### src/rtl/fp16_pkg.sv
// Shared types and constants for the fp16 normalise/round datapath.
// The internal exponent is 6 bits wide so it can exceed 31 before overflow is encoded.
package fp16_pkg;

   typedef enum logic [1:0] {
      ST_IDLE  = 2'd0,
      ST_NORM  = 2'd1,
      ST_ROUND = 2'd2,
      ST_DONE  = 2'd3
   } state_t;

   localparam int SUM_W    = 15;
   localparam int FRAC_W   = 10;
   localparam int EXP_W    = 6;
   localparam int EXP_BIAS = 15;
   localparam int EXP_MAX  = 2 * EXP_BIAS + 1;

   // A non-zero sum reaches H after at most 13 left shifts (bit 0 up to bit 13).
   localparam logic [3:0] SHIFT_MAX = 4'd13;

   localparam logic [14:0] FP16_INF_MAG  = 15'h7C00;
   localparam logic [14:0] FP16_ZERO_MAG = 15'h0000;

   function automatic logic [15:0] fp16_pack(input logic       sign,
                                             input logic [4:0] exp_field,
                                             input logic [9:0] frac);
      return {sign, exp_field, frac};
   endfunction

endpackage

### src/rtl/fp16_round_rne.sv
// Round-to-nearest-even of the {H,F} significand using the guard, round and sticky bits.
// Purely combinational; the carry flags a wrap of {H,F} from all-ones to zero.
module fp16_round_rne
   import fp16_pkg::*;
(
   input  logic [FRAC_W:0] hf_in,
   input  logic            g,
   input  logic            r,
   input  logic            s,
   output logic [FRAC_W:0] hf_out,
   output logic            carry,
   output logic            inexact
);

   logic              inc;
   logic [FRAC_W+1:0] hf_sum;

   assign inc     = g & (r | s | hf_in[0]);
   assign hf_sum  = {1'b0, hf_in} + {{(FRAC_W+1){1'b0}}, inc};
   assign hf_out  = hf_sum[FRAC_W:0];
   assign carry   = hf_sum[FRAC_W+1];
   assign inexact = g | r | s;

endmodule

### src/rtl/fp16_norm_round.sv
// Normalises a raw fp16 mantissa sum one bit per cycle, then rounds and packs it to binary16.
// Handshake: out_ready while idle, out_valid held with the result until in_ready.
//
// state    | meaning
// ---------+-----------------------------------------------------------
// ST_IDLE  | waiting for in_valid; operands captured on accept
// ST_NORM  | one right shift on carry, or one left shift per cycle
// ST_ROUND | RNE rounding, special-case encoding, result registered
// ST_DONE  | result presented until downstream takes it
module fp16_norm_round
   import fp16_pkg::*;
(
   input  logic             in_clk,
   input  logic             in_rst_n,
   input  logic             in_valid,
   output logic             out_ready,
   input  logic [SUM_W-1:0] in_mant_sum,
   input  logic [4:0]       in_exp,
   input  logic             in_sign,
   output logic             out_valid,
   input  logic             in_ready,
   output logic [15:0]      out_result,
   output logic             out_ovf,
   output logic             out_inexact
);

   state_t             state_q;
   state_t             state_d;

   logic [SUM_W-1:0]   sum_q;
   logic [EXP_W-1:0]   exp_q;
   logic               sign_q;
   logic [3:0]         shift_cnt_q;
   logic [15:0]        result_q;
   logic               ovf_q;
   logic               inexact_q;

   logic               bit_c;
   logic               bit_h;
   logic               sum_zero;
   logic               exp_one;
   logic               norm_stop;

   logic [FRAC_W:0]    hf_rnd;
   logic               rnd_carry;
   logic               rnd_inexact;
   logic [EXP_W-1:0]   exp_rnd;
   logic [FRAC_W:0]    hf_fin;
   logic [4:0]         exp_field;
   logic [15:0]        result_d;
   logic               ovf_d;
   logic               inexact_d;

   assign bit_c     = sum_q[SUM_W-1];
   assign bit_h     = sum_q[SUM_W-2];
   assign sum_zero  = (sum_q == '0);
   assign exp_one   = (exp_q == EXP_W'(1));
   assign norm_stop = bit_h | sum_zero | exp_one | (shift_cnt_q == 4'd0);

   always_ff @(posedge in_clk or negedge in_rst_n) begin
      if (!in_rst_n) begin
         state_q <= ST_IDLE;
      end else begin
         state_q <= state_d;
      end
   end

   always_comb begin
      state_d = state_q;
      case (state_q)
         ST_IDLE:  if (in_valid)            state_d = ST_NORM;
         ST_NORM:  if (bit_c || norm_stop)  state_d = ST_ROUND;
         ST_ROUND:                          state_d = ST_DONE;
         ST_DONE:  if (in_ready)            state_d = ST_IDLE;
         default:                           state_d = ST_IDLE;
      endcase
   end

   always_comb begin
      out_ready = (state_q == ST_IDLE);
      out_valid = (state_q == ST_DONE);
   end

   fp16_round_rne u_round (
      .hf_in   (sum_q[SUM_W-2:3]),
      .g       (sum_q[2]),
      .r       (sum_q[1]),
      .s       (sum_q[0]),
      .hf_out  (hf_rnd),
      .carry   (rnd_carry),
      .inexact (rnd_inexact)
   );

   // A subnormal that rounds up into H naturally reports field 1 through exp_q == 1.
   always_comb begin
      exp_rnd   = exp_q + {{(EXP_W-1){1'b0}}, rnd_carry};
      hf_fin    = rnd_carry ? {1'b1, {FRAC_W{1'b0}}} : hf_rnd;
      exp_field = (exp_rnd == EXP_W'(1) && !hf_fin[FRAC_W]) ? 5'd0 : exp_rnd[4:0];
      result_d  = fp16_pack(sign_q, exp_field, hf_fin[FRAC_W-1:0]);
      ovf_d     = 1'b0;
      inexact_d = rnd_inexact;
      if (sum_zero) begin
         result_d  = {sign_q, FP16_ZERO_MAG};
         inexact_d = 1'b0;
      end else if (exp_rnd >= EXP_W'(EXP_MAX)) begin
         result_d  = {sign_q, FP16_INF_MAG};
         ovf_d     = 1'b1;
         inexact_d = 1'b1;
      end
   end

   always_ff @(posedge in_clk or negedge in_rst_n) begin
      if (!in_rst_n) begin
         sum_q       <= '0;
         exp_q       <= '0;
         sign_q      <= 1'b0;
         shift_cnt_q <= 4'd0;
         result_q    <= 16'h0000;
         ovf_q       <= 1'b0;
         inexact_q   <= 1'b0;
      end else begin
         case (state_q)
            ST_IDLE: begin
               if (in_valid) begin
                  sum_q       <= in_mant_sum;
                  sign_q      <= in_sign;
                  exp_q       <= (in_exp == 5'd0) ? EXP_W'(1) : {1'b0, in_exp};
                  shift_cnt_q <= SHIFT_MAX;
               end
            end
            ST_NORM: begin
               if (bit_c) begin
                  sum_q <= {1'b0, sum_q[SUM_W-1:2], sum_q[1] | sum_q[0]};
                  exp_q <= exp_q + EXP_W'(1);
               end else if (!norm_stop) begin
                  sum_q       <= {sum_q[SUM_W-2:0], 1'b0};
                  exp_q       <= exp_q - EXP_W'(1);
                  shift_cnt_q <= shift_cnt_q - 4'd1;
               end
            end
            ST_ROUND: begin
               result_q  <= result_d;
               ovf_q     <= ovf_d;
               inexact_q <= inexact_d;
            end
            default: begin
            end
         endcase
      end
   end

   assign out_result  = result_q;
   assign out_ovf     = ovf_q;
   assign out_inexact = inexact_q;

endmodule

### config.mk
export PLATFORM = sky130hd
export DESIGN_NAME = fp16_norm_round
export DESIGN_NICKNAME = d
export VERILOG_FILES = /design/src/rtl/fp16_pkg.sv /design/src/rtl/fp16_round_rne.sv /design/src/rtl/fp16_norm_round.sv
export SDC_FILE = /design/constraint.sdc
export NUM_CORES = 1
export LEC_CHECK = 0
export ABC_AREA = 1
export CAP_MARGIN = 20
export CORE_AREA = 2 2 73 75
export CTS_CLUSTER_SIZE = 16
export DETAILED_ROUTE_END_ITERATION = 8
export DIE_AREA = 0 0 75 77
export DONT_BUFFER_PORTS = 1
export GPL_TIMING_DRIVEN = 0
export PLACE_DENSITY = 0.78
export SYNTH_ARGS = -nofsm -noshare
export SYNTH_HDL_FRONTEND = slang
export SYNTH_SLANG_ARGS = --single-unit
### constraint.sdc
create_clock -name in_clk -period 2.65 [get_ports in_clk]
set_input_delay 0.3975 -clock in_clk [delete_from_list [all_inputs] [get_ports in_clk]]
set_output_delay 0.3975 -clock in_clk [all_outputs]
set_load 0.03 [all_outputs]
-- After elaboration in Yosys (flattened, before gate mapping)
Cells that the tools add are included.
Widths: inputs -> output; s select.
- muxes and demuxes: 25
- reduce and logical (&&, ||, !) cells: 13
- add/subtract/negate cells: 5
- bitwise logic cells: 8
- magnitude comparators: 1
- equality and inequality tests: 11
- operator list (cell ; number):
    $mux 15 ; 5
    $pmux 15 s2 ; 1
    $mux 6 ; 3
    $logic_not 15->1 ; 1
    $add 11x1->12 ; 1
    $eq 6x1->1 const B ; 2
    $mux 4 ; 3
    $pmux 6 s2 ; 1
    $mux 11 ; 1
    $mux 5 ; 2
    $ne 2x2->1 const B ; 4
    $pmux 2 s4 ; 1
    $pmux 4 s2 ; 1
    $or 1x1->1 ; 7
    $add 6x1->6 ; 1
    $add 6x1->6 const B ; 1
    $ge 6x5->1 const B ; 1
    $mux 2 ; 3
    $reduce_and 3->1 ; 2
    $sub 6x1->6 const B ; 1
    $logic_not 5->1 ; 1
    $eq 2x2->1 const B ; 2
    $logic_not 4->1 ; 1
    $mux 1 ; 4
    12 further kinds ; 13
- register bits after elaboration: 46
- logic and storage cells: 72

-- Logic depth before layout (Yosys ltp)
Gate-level depths: netlist (run 1).
- depth in word-level cells: 10
- gate-level depth with buffers: 17
- depth with buffers taken out: 17

-- Modules after synthesis
Synthesis (run 1) repeated with hierarchy kept, for this count alone.
- cells, all modules: 459
- area, all modules: 3046.7 um^2
- modules (own cells, without submodules) (module ; cells each ; sequential area each (um^2) ; instances ; area each (um^2)):
    fp16_norm_round ; 404 ; 1151.1 ; 1 ; 2778.9
    fp16_round_rne ; 55 ; 0.0 ; 1 ; 267.8

-- Worst setup path before layout (run 1)
No wires, ideal clock.
- kind: register to register
- start point: reg sum_q[3]
- end point: reg result_q[12], in the netlist out_result[12]
- data arrival time: 2.098 ns
- required time: 2.515 ns
- cell stages (with the launch flop): 15
- path buffers: 0
- clock period less this slack: 2.233 ns
- setup slack: 0.417 ns
- path through: dfrtp_1 nand2_1 inv_1 nand3_1 nor2_1 nand3_1 nor3_1 ha_1 ha_1 xnor2_1 nor2_1 nand3_1 nand2_2 nand2_1 o211ai_1
- cells in the longest elaborated chain, start to end: 9
- elaborated cells between the ends (all ways): 13
- ends and longest elaborated chain (item ; line ; source):
    start: declaration ; fp16_norm_round.sv:30 ; logic [SUM_W-1:0] sum_q;
    start signal: assignment ; fp16_norm_round.sv:125 ; sum_q <= in_mant_sum;
    start signal: assignment ; fp16_norm_round.sv:133 ; sum_q <= {1'b0, sum_q[SUM_W-1:2], sum_q[1] | sum_q[0]};
    start signal: assignment ; fp16_norm_round.sv:136 ; sum_q <= {sum_q[SUM_W-2:0], 1'b0};
    parallel branches: the longest is 8 deep, another holds $add 11x1->12 ; -- ;
    $mux 15 (*) ; fp16_norm_round.sv:102 ; if (sum_zero) begin
    end signal: assignment ; fp16_norm_round.sv:142 ; result_q <= result_d;
    end: declaration ; fp16_norm_round.sv:34 ; logic [15:0] result_q;
Mark *: on every way between the ends.
A chain may end at the register's enable or synchronous reset.

-- Final worst setup path (run 1)
- start point: reg sum_q[3]
- end point: reg result_q[8], in the netlist out_result[8]
- cells in the longest elaborated chain, start to end: 7
- elaborated cells between the ends (all ways): 9
- ends and longest elaborated chain (item ; line ; source):
    $or 1x1->1 ; fp16_round_rne.sv:18 ; assign inc = g & (r | s | hf_in[0]);
    $and 1x1->1 ; fp16_round_rne.sv:18 ;
    $add 11x1->12 ; fp16_round_rne.sv:19 ; assign hf_sum = {1'b0, hf_in} + {{(FRAC_W+1){1'b0}}, inc};
    $add 6x1->6 ; fp16_norm_round.sv:96 ; exp_rnd = exp_q + {{(EXP_W-1){1'b0}}, rnd_carry};
    $ge 6x5->1 ; fp16_norm_round.sv:105 ; end else if (exp_rnd >= EXP_W'(EXP_MAX)) begin
    $mux 15 ; fp16_norm_round.sv:105 ;
    $mux 15 (*) ; fp16_norm_round.sv:102 ;
Every way passes the cells marked *; elsewhere a longest branch is shown, timed or not.

==> results.toml, run 1 <==
[status]
status = "completed"

[grt]
track_usage_pct = 27.1
grt_antenna_before_repair = 0
grt_pass1_vias = 2796
grt_max_degree = 47
grt_overflow = 0
grt_pass1_wl_mm = 12.3

[timing]
slew_headroom_pct = 71.2
slew_viol_final = 0
fin_worst_skew_ns = 0.0145
period_minus_slack_ns = 2.42
fin_hold_ws_ns = 0.220
rsz0062_at_grt = "false"
setup_tns_ns = 0
setup_viol = 0
worstMarginPinSlew_ns = 0.432
hold_violations = 0
fmax_ghz = 0.413
post-route-period-util_pct = 91.3

[placement]
post-dp-hpwl_mm = 5.22
port_buffers = 0
gp_congestion = 0.901

[synthesis]
synth.area.mux_share_pct = 0.365
synth_xor_xnor_area_share_pct = 2.55
syn_avg_cell_area_sq_um = 6.80
synth_top_family_by_area = "simple AND/OR/NAND/NOR gates"
yosys.area_share.simple_pct = 38.1
synth_cells = 454
yosysSeqAreaShare_pct = 37.3
synth-adder-area-share_pct = 4.46
synth_seq_cells = 46
synth_fp_nets = 490
yosysWarnings = 0
synth-compound-area-share_pct = 7.17
syn-cell-area_sq_um = 3090
ys_types = 31

[run]
maxCapViolCount = 0

[routing]
ant_nets = 0
routed_via_density = 5.46
drc = 0
drtPass1Iterations = 5
wl_mm = 7.34
avgRoutedWirePerCell_um = 13.6
drtIter0Drc = 181
dr_total_vias = 2944

[pwr]
netSwitchingFraction_pct = 53.5
peakVddDrop_mv = 0.727
p_int_mw = 2.11
p_comb_share_pct = 53.3
p_leak_nw = 1.75
clkPwrFrac_pct = 10.1
power_switching_mw = 2.43
power_mw = 4.55
power_frac_seq_pct = 36.6
power_density_nw_per_um2 = 1350

[floorplanning]
fp.dieH_um = 77
die-area_sq_um = 5780
coreArea_sq_um = 4980
die_w_um = 75
fp-row-count = 26
initial_core_util_pct = 62.0
ios = 45

[worst_hold_path]
min_path_type = "in -> reg"

[clocking]
path_clk_slew_ns = 0.10
clkLatencyLatePin_ns = 0.32
cts-buffers-inserted = 5
cts.sinks = 46
h-tree-depth = 2
cts_tree = "done"
cts_root_buffer = "clkbuf_8"
cts_buffer_depth = 2

[cells_and_area]
final_common_cell = "nand2_1"
nNetsFinal = 504
area_delta_synth_final_pct = 9.28
diodes = 0
drive_above_1_share_pct = 9.59
final_cell_mix = "nand2_1, nor2_1, inv_1, nand3_1, dfrtp_1"

[critical_path]
worstSetupPathType = "reg -> reg"
critPathMaxFanout = 9
crit_path_end_kind = "flop"
worst_setup_path_start_kind = "flop"
cp.required_ns = 2.87
worstPathArrival_ns = 2.63
[worst paths after layout]
path	endpoint	depth (start not counted)	slack (ns)	start
setup / recovery	out_result[8]$_DFFE_PN0P_	17	0.23	sum_q[3]$_DFFE_PN0P_
min in group asynchronous	sum_q[6]$_DFFE_PN0P_	2	0.59	in_rst_n
setup reg to reg	out_result[8]$_DFFE_PN0P_	17	0.23	sum_q[3]$_DFFE_PN0P_
hold / removal	sign_q$_DFFE_PN0P_	1	0.22	in_sign
max in group asynchronous	shift_cnt_q[0]$_DFFE_PN0P_	2	1.85	in_rst_n
hold reg to reg	shift_cnt_q[0]$_DFFE_PN0P_	1	0.47	shift_cnt_q[0]$_DFFE_PN0P_
[power by group through the flow]
stage / clock network (mW) / registers, mW / logic (mW)
floorplan: 0 / 1.58 / 1.88
global placement: 0 / 1.66 / 2.24
detailed placement: 0 / 1.67 / 2.31
CTS: 0.466 / 1.66 / 2.35
global route: 0.497 / 1.72 / 2.79
finish: 0.460 / 1.67 / 2.42
[per-stage QoR]
step | instance area (sq um) | utilization [%] | std cells | setup WS [ns]
after floorplan | 3090 | - | 454 | 0.417
after global placement | 3180 | 63.8 | 524 | 0.0855
after detailed placement | 3180 | 63.8 | 524 | 0.0306
after CTS | 3310 | 66.4 | 534 | 0.00564
after global routing | 3370 | 67.8 | 539 | 0.0326
final | 3370 | 67.8 | 539 | 0.231
[state kept, by name, summed over array words and instances, names as in the netlist]
name and cells:
state_q 2, sum_q 15, out_result 16, sign_q 1, shift_cnt_q 4, exp_q 6
out_inexact 1, out_ovf 1
[metal layers]
layer	share of wire (%)	up-vias	track usage, %
met5	0	-	0
met4	1.8	0	11.6
met3	6.7	11	5.52
met2	48	96	43.0
met1	43	1372	35.2
li1	-	1465	-
[logic make-up (layout without fill, tap and decap cells)]
| group | count (synthesis) | after routing |
|---|---|---|
| AO/OA/AOI/OAI | 38 | 38 |
| AND/OR/NAND/NOR | 280 | 280 |
| XOR/XNOR | 9 | 9 |
| multiplexers | 1 | 1 |
| buffers and inverters | 69 | 84 |
| adder cells (fa/ha/maj) | 11 | 11 |
| flip-flops | 46 | 46 |
[worst max-delay path: stages (launching register included)]
cell,delay (ns)
dfrtp_1,0.40
nand2_1,0.07
inv_1,0.16
nand3_4,0.12
nor2_4,0.14
nand3_1,0.11
nor3_2,0.13
ha_2,0.23
ha_1,0.21
inv_1,0.05
nor2_1,0.14
nand2_1,0.07
nand2_1,0.07
nand3_1,0.08
nand2_2,0.11
inv_2,0.09
nand3b_1,0.09
nand2_1,0.05
[area by class of cell]
type,count,area (sq um)
clock buffers,5,68.8
fillers,452,1600
inverters,54,203
clock inverters,3,25.0
plain buffers,15,108
multi-input cells,339,1660
repair buffers,7,75.1
flip-flops and latches,46,1150
well taps,70,87.6
[synth_stat cells]
library cell,n,share of area [%]
nand2_1,127,15
nor2_1,77,9.4
nand3_1,51,8.3
inv_1,50,6.1
dfrtp_1,46,37
o21ai_0,26,4.2
ha_1,11,4.5
nand4_1,10,2.0
xor2_1,8,2.3
buf_2,5,0.81
buf_6,5,1.8
nor2_2,4,0.81
clkbuf_1,3,0.36
inv_2,3,0.36
nand2_2,3,0.61
nor3_1,3,0.49
buf_4,2,0.49
nand3b_1,2,0.49
o211ai_1,2,0.49
o21ai_1,2,0.32
o221ai_1,2,0.57
o22ai_1,2,0.41
or2_2,2,0.41
a211oi_1,1,0.24
a21boi_1,1,0.24
a21oi_1,1,0.16
a21oi_4,1,0.53
clkinv_1,1,0.12
mux2_2,1,0.36
nor3b_1,1,0.24
xnor2_1,1,0.28
[timing repair]
| item | in CTS | in global routing |
|---|---|---|
| endpoints found under the hold margin | 46 | 0 |
| setup endpoints to repair | 0 | 17 |
| hold buffers | 2 | 0 |
| gates resized for setup | 0 | 7 |
| setup buffers | 0 | 5 |
(Power assumes the default switching activity.)
==> run 2: changes to the inputs <==
--- a/config.mk
+++ b/config.mk
@@ -14,6 +14,7 @@
 export DONT_BUFFER_PORTS = 1
 export GPL_TIMING_DRIVEN = 0
 export PLACE_DENSITY = 0.78
+export REMOVE_ABC_BUFFERS = 1
 export SYNTH_ARGS = -nofsm -noshare
 export SYNTH_HDL_FRONTEND = slang
 export SYNTH_SLANG_ARGS = --single-unit
==> run 2 against run 1 <==
Against the previous run: combinational power shrank 4%; first-iteration DRC count increased by 19%; largest power group unchanged; register-to-register slack is essentially flat; non-clock buffer count shrank 11; power fell by 1.2%; clock-buffer cell count increased by 2; largest cell class unchanged; critical endpoint is now sum_q[7]$_DFFE_PN0P_; critical path type unchanged.
==> results.toml, run 2 (synthesized netlist as in run 1, its figures left out) <==
[status]
status = "completed"

[pwr]
p_int_mw = 2.08
clkPwrFrac_pct = 9.9
power_switching_mw = 2.41
p_comb_share_pct = 51.8
p_leak_nw = 1.72
power_density_nw_per_um2 = 1350
peakVddDrop_mv = 0.722
netSwitchingFraction_pct = 53.7
power_mw = 4.49
power_frac_seq_pct = 38.3

[placement]
post-dp-hpwl_mm = 4.94
gp_congestion = 0.876
dp_cells = 510
place_ws_ns = -0.357
port_buffers = 0

[floorplanning]
die_w_um = 75
fp.dieH_um = 77
fp-row-count = 26
die-area_sq_um = 5780
initial_core_util_pct = 62.0
coreArea_sq_um = 4980
ios = 45

[timing]
setup_tns_ns = 0
setup_viol = 0
fin_worst_skew_ns = 0.00502
worstMarginPinSlew_ns = 0.520
slew_viol_final = 0
slew_headroom_pct = 65.2
post-route-period-util_pct = 90.8
period_minus_slack_ns = 2.40
fmax_ghz = 0.416
layout_setup_ws_ns = 0.245
hold_violations = 0

[run]
maxCapViolCount = 0

[routing]
routed_via_density = 5.51
drtPass1Iterations = 4
ant_nets = 0
wl_mm = 7.22
drc = 0
drtIter0Drc = 215
avgRoutedWirePerCell_um = 13.7
dr_total_vias = 2913

[grt]
grt_pass1_wl_mm = 12.0
grt_antenna_before_repair = 0
track_usage_pct = 26.2
grt_pass1_vias = 2713
grt_max_degree = 47
grt_overflow = 0

[cells_and_area]
final_common_cell = "nand2_1"
final_cell_mix = "nand2_1, nor2_1, inv_1, nand3_1, dfrtp_1"
drive_above_1_share_pct = 9.15
nNetsFinal = 494
final_cells = 529
area_delta_synth_final_pct = 7.66
largest_reg_flops = 16
diodes = 0
nFillCells = 466

[critical_path]
worstSetupPathType = "reg -> reg"
rr_endpoint = "sum_q[7]$_DFFE_PN0P_"
startpoint = "state_q[1]$_DFFE_PN0P_"
regToRegSetupSlack_ns = 0.25
cp.required_ns = 2.87
rr_startpoint = "state_q[1]$_DFFE_PN0P_"
crit_path_end_kind = "flop"
worstPathArrival_ns = 2.63
critPathMaxFanout = 21
rr_worst_depth = 9
worst_setup_path_start_kind = "flop"

[clocking]
cts_tree = "done"
path_clk_slew_ns = 0.08
cts_buffer_depth = 2
cts-buffers-inserted = 5
clkLatencyLatePin_ns = 0.29
cts.sinks = 46
h-tree-depth = 2
cts_root_buffer = "clkbuf_8"

[worst_hold_path]
hold_path_end = "sign_q$_DFFE_PN0P_"
worstHoldPathCells = 1
min_path_type = "in -> reg"
holdCritStartpoint = "in_sign"
==> run 2: how the worst max path moves through the flow <==
stage	end	slack [ns]	cells past startpoint
floorplan	exp_q[0]$_DFFE_PN0P_	0.09	7
finish	sum_q[7]$_DFFE_PN0P_	0.25	9
CTS	out_result[14]$_DFFE_PN0P_	0.05	14
global route	out_result[5]$_DFFE_PN0P_	-0.04	17
detailed placement	exp_q[4]$_DFFE_PN0P_	-0.36	8
global placement	exp_q[4]$_DFFE_PN0P_	-0.79	7
==> run 2: final cells by class <==
class	instances	area [sq um]	share of cell area, %
clock buffer	7	86.3	2.60
clock inverter	1	5.00	0.151
inverter	54	203	6.10
multi-input combinational	340	1680	50.6
sequential	46	1150	34.7
tap	70	87.6	2.63
timing repair buffer	11	109	3.27
==> run 2: metrics by stage <==
step / utilization [%] / instance area, sq um / hold WS [ns]
floorplan: - / 2980 / 0.102
global placement: 61.6 / 3070 / 0.103
detailed placement: 61.9 / 3080 / 0.103
CTS: 64.6 / 3220 / 0.238
global route: 66.8 / 3320 / 0.232
finish: 66.8 / 3320 / 0.248
==> run 2: worst max-delay path, stage by stage, from the launching register on <==
cell	delay, ns
dfrtp_1	0.41
inv_1	0.11
ha_2	0.36
inv_2	0.24
o21ai_4	0.33
buf_6	0.20
inv_1	0.14
a21oi_4	0.33
nor2_1	0.07
nor2_1	0.13
==> run 2: power groups by stage <==
stage | clock [mW] | sequential (mW) | combinational (mW)
global placement | 0 | 1.71 | 2.04
global route | 0.491 | 1.78 | 2.68
floorplan | 0 | 1.61 | 1.71
CTS | 0.451 | 1.71 | 2.18
finish | 0.444 | 1.72 | 2.33
detailed placement | 0 | 1.72 | 2.13
==> run 2: per-layer routing <==
layer  track usage [%]  vias up  wire length, um
met5                 0        -                0
met4              7.14        0              113
met3              5.26       14              509
met2              40.8      102             3480
met1              36.8     1352             3120
li1                  -     1445                -
==> run 2: what timing repair did <==
item | 4_1_cts | 5_1_grt
pin swaps | 0 | 1
hold endpoints to repair | 46 | 0
hold buffers | 2 | 0
resized for setup | 3 | 10
buffers inserted | 0 | 8
setup endpoints to repair | 26 | 34
gates cloned | 0 | 1
==> run 3: changes to the inputs <==
--- a/config.mk
+++ b/config.mk
@@ -5,12 +5,11 @@
 export SDC_FILE = /design/constraint.sdc
 export NUM_CORES = 1
 export LEC_CHECK = 0
-export ABC_AREA = 1
 export CAP_MARGIN = 20
-export CORE_AREA = 2 2 73 75
+export CORE_AREA = 2 2 71 73
 export CTS_CLUSTER_SIZE = 16
 export DETAILED_ROUTE_END_ITERATION = 8
-export DIE_AREA = 0 0 75 77
+export DIE_AREA = 0 0 73 75
 export DONT_BUFFER_PORTS = 1
 export GPL_TIMING_DRIVEN = 0
 export PLACE_DENSITY = 0.78
==> run 3 against run 2 <==
Against the previous run: combinational power increased by 3%; sequential power about the same; sequential share of layout area increased by 0.68 points; design area decreased by 1.2%; synthesized area decreased by 5.8%; maximum frequency decreased by 5.5%; final cell count decreased by 29%; flip-flop and latch count unchanged; synthesized cell count decreased by 31%.
==> results.toml, run 3 <==
[worst_hold_path]
holdCritStartpoint = "in_mant_sum[14]"
min_path_type = "in -> reg"

[clocking]
cts-buffers-inserted = 5
h-tree-depth = 2
cts_root_buffer = "clkbuf_8"
clkLatencyLatePin_ns = 0.31
cts_buffer_depth = 2
cts.sinks = 46
cts_tree = "done"
path_clk_slew_ns = 0.10

[floorplanning]
fp-row-count = 25
die-area_sq_um = 5480
initial_core_util_pct = 62.4
fp.dieH_um = 75
ios = 45
die_w_um = 73
coreArea_sq_um = 4660

[cells_and_area]
nNetsFinal = 358
final_cell_mix = "dfrtp_1, o21ai_0, nand2_1"
area_delta_synth_final_pct = 12.9
largest_reg_flops = 16
diodes = 0
post-route-util_pct = 70.5
drive_above_1_share_pct = 21.4
final_common_cell = "dfrtp_1"
nFillCells = 349

[routing]
drtIter0Drc = 205
ant_nets = 0
avgRoutedWirePerCell_um = 18.5
wl_mm = 6.98
drc = 0
dr_total_vias = 2476
routed_via_density = 6.57
drtPass1Iterations = 5

[critical_path]
worstSetupPathType = "reg -> reg"
crit_path_end_kind = "flop"
rr_startpoint = "sum_q[10]$_DFFE_PN0P_"
worst_setup_path_start_kind = "flop"
cp.required_ns = 2.84
critPathMaxFanout = 4
regToRegSetupSlack_ns = 0.11
startpoint = "sum_q[10]$_DFFE_PN0P_"
worstPathArrival_ns = 2.73

[synthesis]
ys_types = 58
syn_avg_cell_area_sq_um = 9.30
synth_top_cell_by_area = "dfrtp_1"
synth.area.top_cells = "dfrtp_1, ha_1, o21ai_0"
synth_xor_xnor_area_share_pct = 3.91
synth_ff_type = "dfrtp_1"
yosysWarnings = 0
synth-edff-count = 0
yosys.area_share.simple_pct = 18.3
synth.most_common_cell = "dfrtp_1"
synth_seq_cells = 46
synth_common_cells = "dfrtp_1, o21ai_0, nand2_1, nand3_1, nor2_1"
synth-compound-area-share_pct = 23.0
yosysSeqAreaShare_pct = 39.6
synth.area.mux_share_pct = 4.08
synth_cells = 313
synth_top_area_share_pct = 39.6
synth-adder-area-share_pct = 4.73
synth_top_family_by_area = "compound AO/OA/AOI/OAI gates"
async_reset_ff_share_pct = 100
syn-cell-area_sq_um = 2910

[grt]
grt_overflow = 0
grt_antenna_before_repair = 0
grt_max_degree = 47
use_met2_pct = 40.3
top_usage_layer = "met2"
grt_use_met3_pct = 7.63
track_usage_pct = 25.9
grt_pass1_wl_mm = 10.9
grt_pass1_vias = 2230
grtUsageMet1_pct = 35.0

[status]
status = "completed"

[timing]
slew_viol_final = 0
setup_viol = 0
worstMarginPinSlew_ns = 0.715
post-route-period-util_pct = 96.0
hold_violations = 0
period_minus_slack_ns = 2.54
fmax_ghz = 0.393
slew_headroom_pct = 52.3
fin_worst_skew_ns = 0.0168

[pwr]
p_leak_nw = 1.32
power_mw = 4.70
peakVddDrop_mv = 1.02
power_density_nw_per_um2 = 1430

[placement]
post-dp-hpwl_mm = 4.45
gp_congestion = 0.795
port_buffers = 0

[run]
maxCapViolCount = 0
[run 3: critical path, stage by stage, from the launching register on]
cell,delay [ns]
dfrtp_2,0.42
nand4_1,0.18
nor4_4,0.33
ha_2,0.26
ha_4,0.17
nand3_4,0.11
nor4b_4,0.27
a211oi_2,0.07
a2111o_1,0.34
a311o_1,0.27
[run 3: power by group]
group	total, mW	internal, mW	switching (mW)	leakage [nW]
logic	2.41	1.06	1.35	0.723
registers	1.74	1.05	0.694	0.537
clock network	0.539	0.283	0.256	0.0585
total	4.70	2.40	2.30	1.32
[run 3: cells by family (layout without fill, tap and decap cells)]
logic type	Yosys count	count (layout)
AO/OA/AOI/OAI	93	93
XOR/XNOR	13	13
adder cells (fa/ha/maj)	11	11
buffers and inverters	38	48
flip-flops	46	46
multiplexers	11	11
AND/OR/NAND/NOR	101	101
[run 3: repair_timing]
| item | CTS | global route |
|---|---|---|
| gates cloned | 0 | 0 |
| setup endpoints to repair | 36 | 31 |
| hold buffers | 2 | 0 |
| pin swaps | 5 | 6 |
| hold endpoints to repair | 46 | 0 |
| gates resized for setup | 22 | 9 |
| setup buffers | 9 | 9 |
[run 3: metal layers]
metal | vias up | share of wire (%) | wire [um]
li1 | 1168 | - | -
met1 | 1179 | 42 | 2950
met2 | 115 | 48 | 3330
met3 | 14 | 8.2 | 569
met4 | 0 | 1.9 | 133
met5 | - | 0 | 0
[run 3: final cells by class]
class / count / area (sq um) / share of cell area, %
repair buffers: 22 / 188 / 5.71
clock buffers: 5 / 68.8 / 2.09
clock inverters: 3 / 43.8 / 1.33
well taps: 54 / 67.6 / 2.06
flip-flops and latches: 46 / 1160 / 35.3
multi-input cells: 229 / 1690 / 51.3
inverters: 18 / 70.1 / 2.13
[run 3: path summary, 6_finish.rpt]
check                      cells past startpoint                         end
setup / recovery                               9  out_result[10]$_DFFE_PN0P_
min in group asynchronous                      2   out_result[1]$_DFFE_PN0P_
setup reg to reg                               9  out_result[10]$_DFFE_PN0P_
hold reg to reg                                1  out_result[15]$_DFFE_PN0P_
max in group asynchronous                      2        sum_q[4]$_DFFE_PN0P_
hold / removal                                 2       sum_q[14]$_DFFE_PN0P_
[run 3: metrics by stage]
step	setup TNS (ns)	worst slack (ns)	cell area, sq um	hold WS [ns]	std cells
4_1_cts	0	0.0143	3180	0.211	368
3_5_place_dp	-19.93	-0.958	2880	0.103	349
3_3_place_gp	-24.69	-1.26	2860	0.103	347
2_1_floorplan	-1.18	-0.127	2790	0.102	293
5_1_grt	-0.0589	-0.0215	3290	0.222	377
6_report	0	0.106	3290	0.229	377
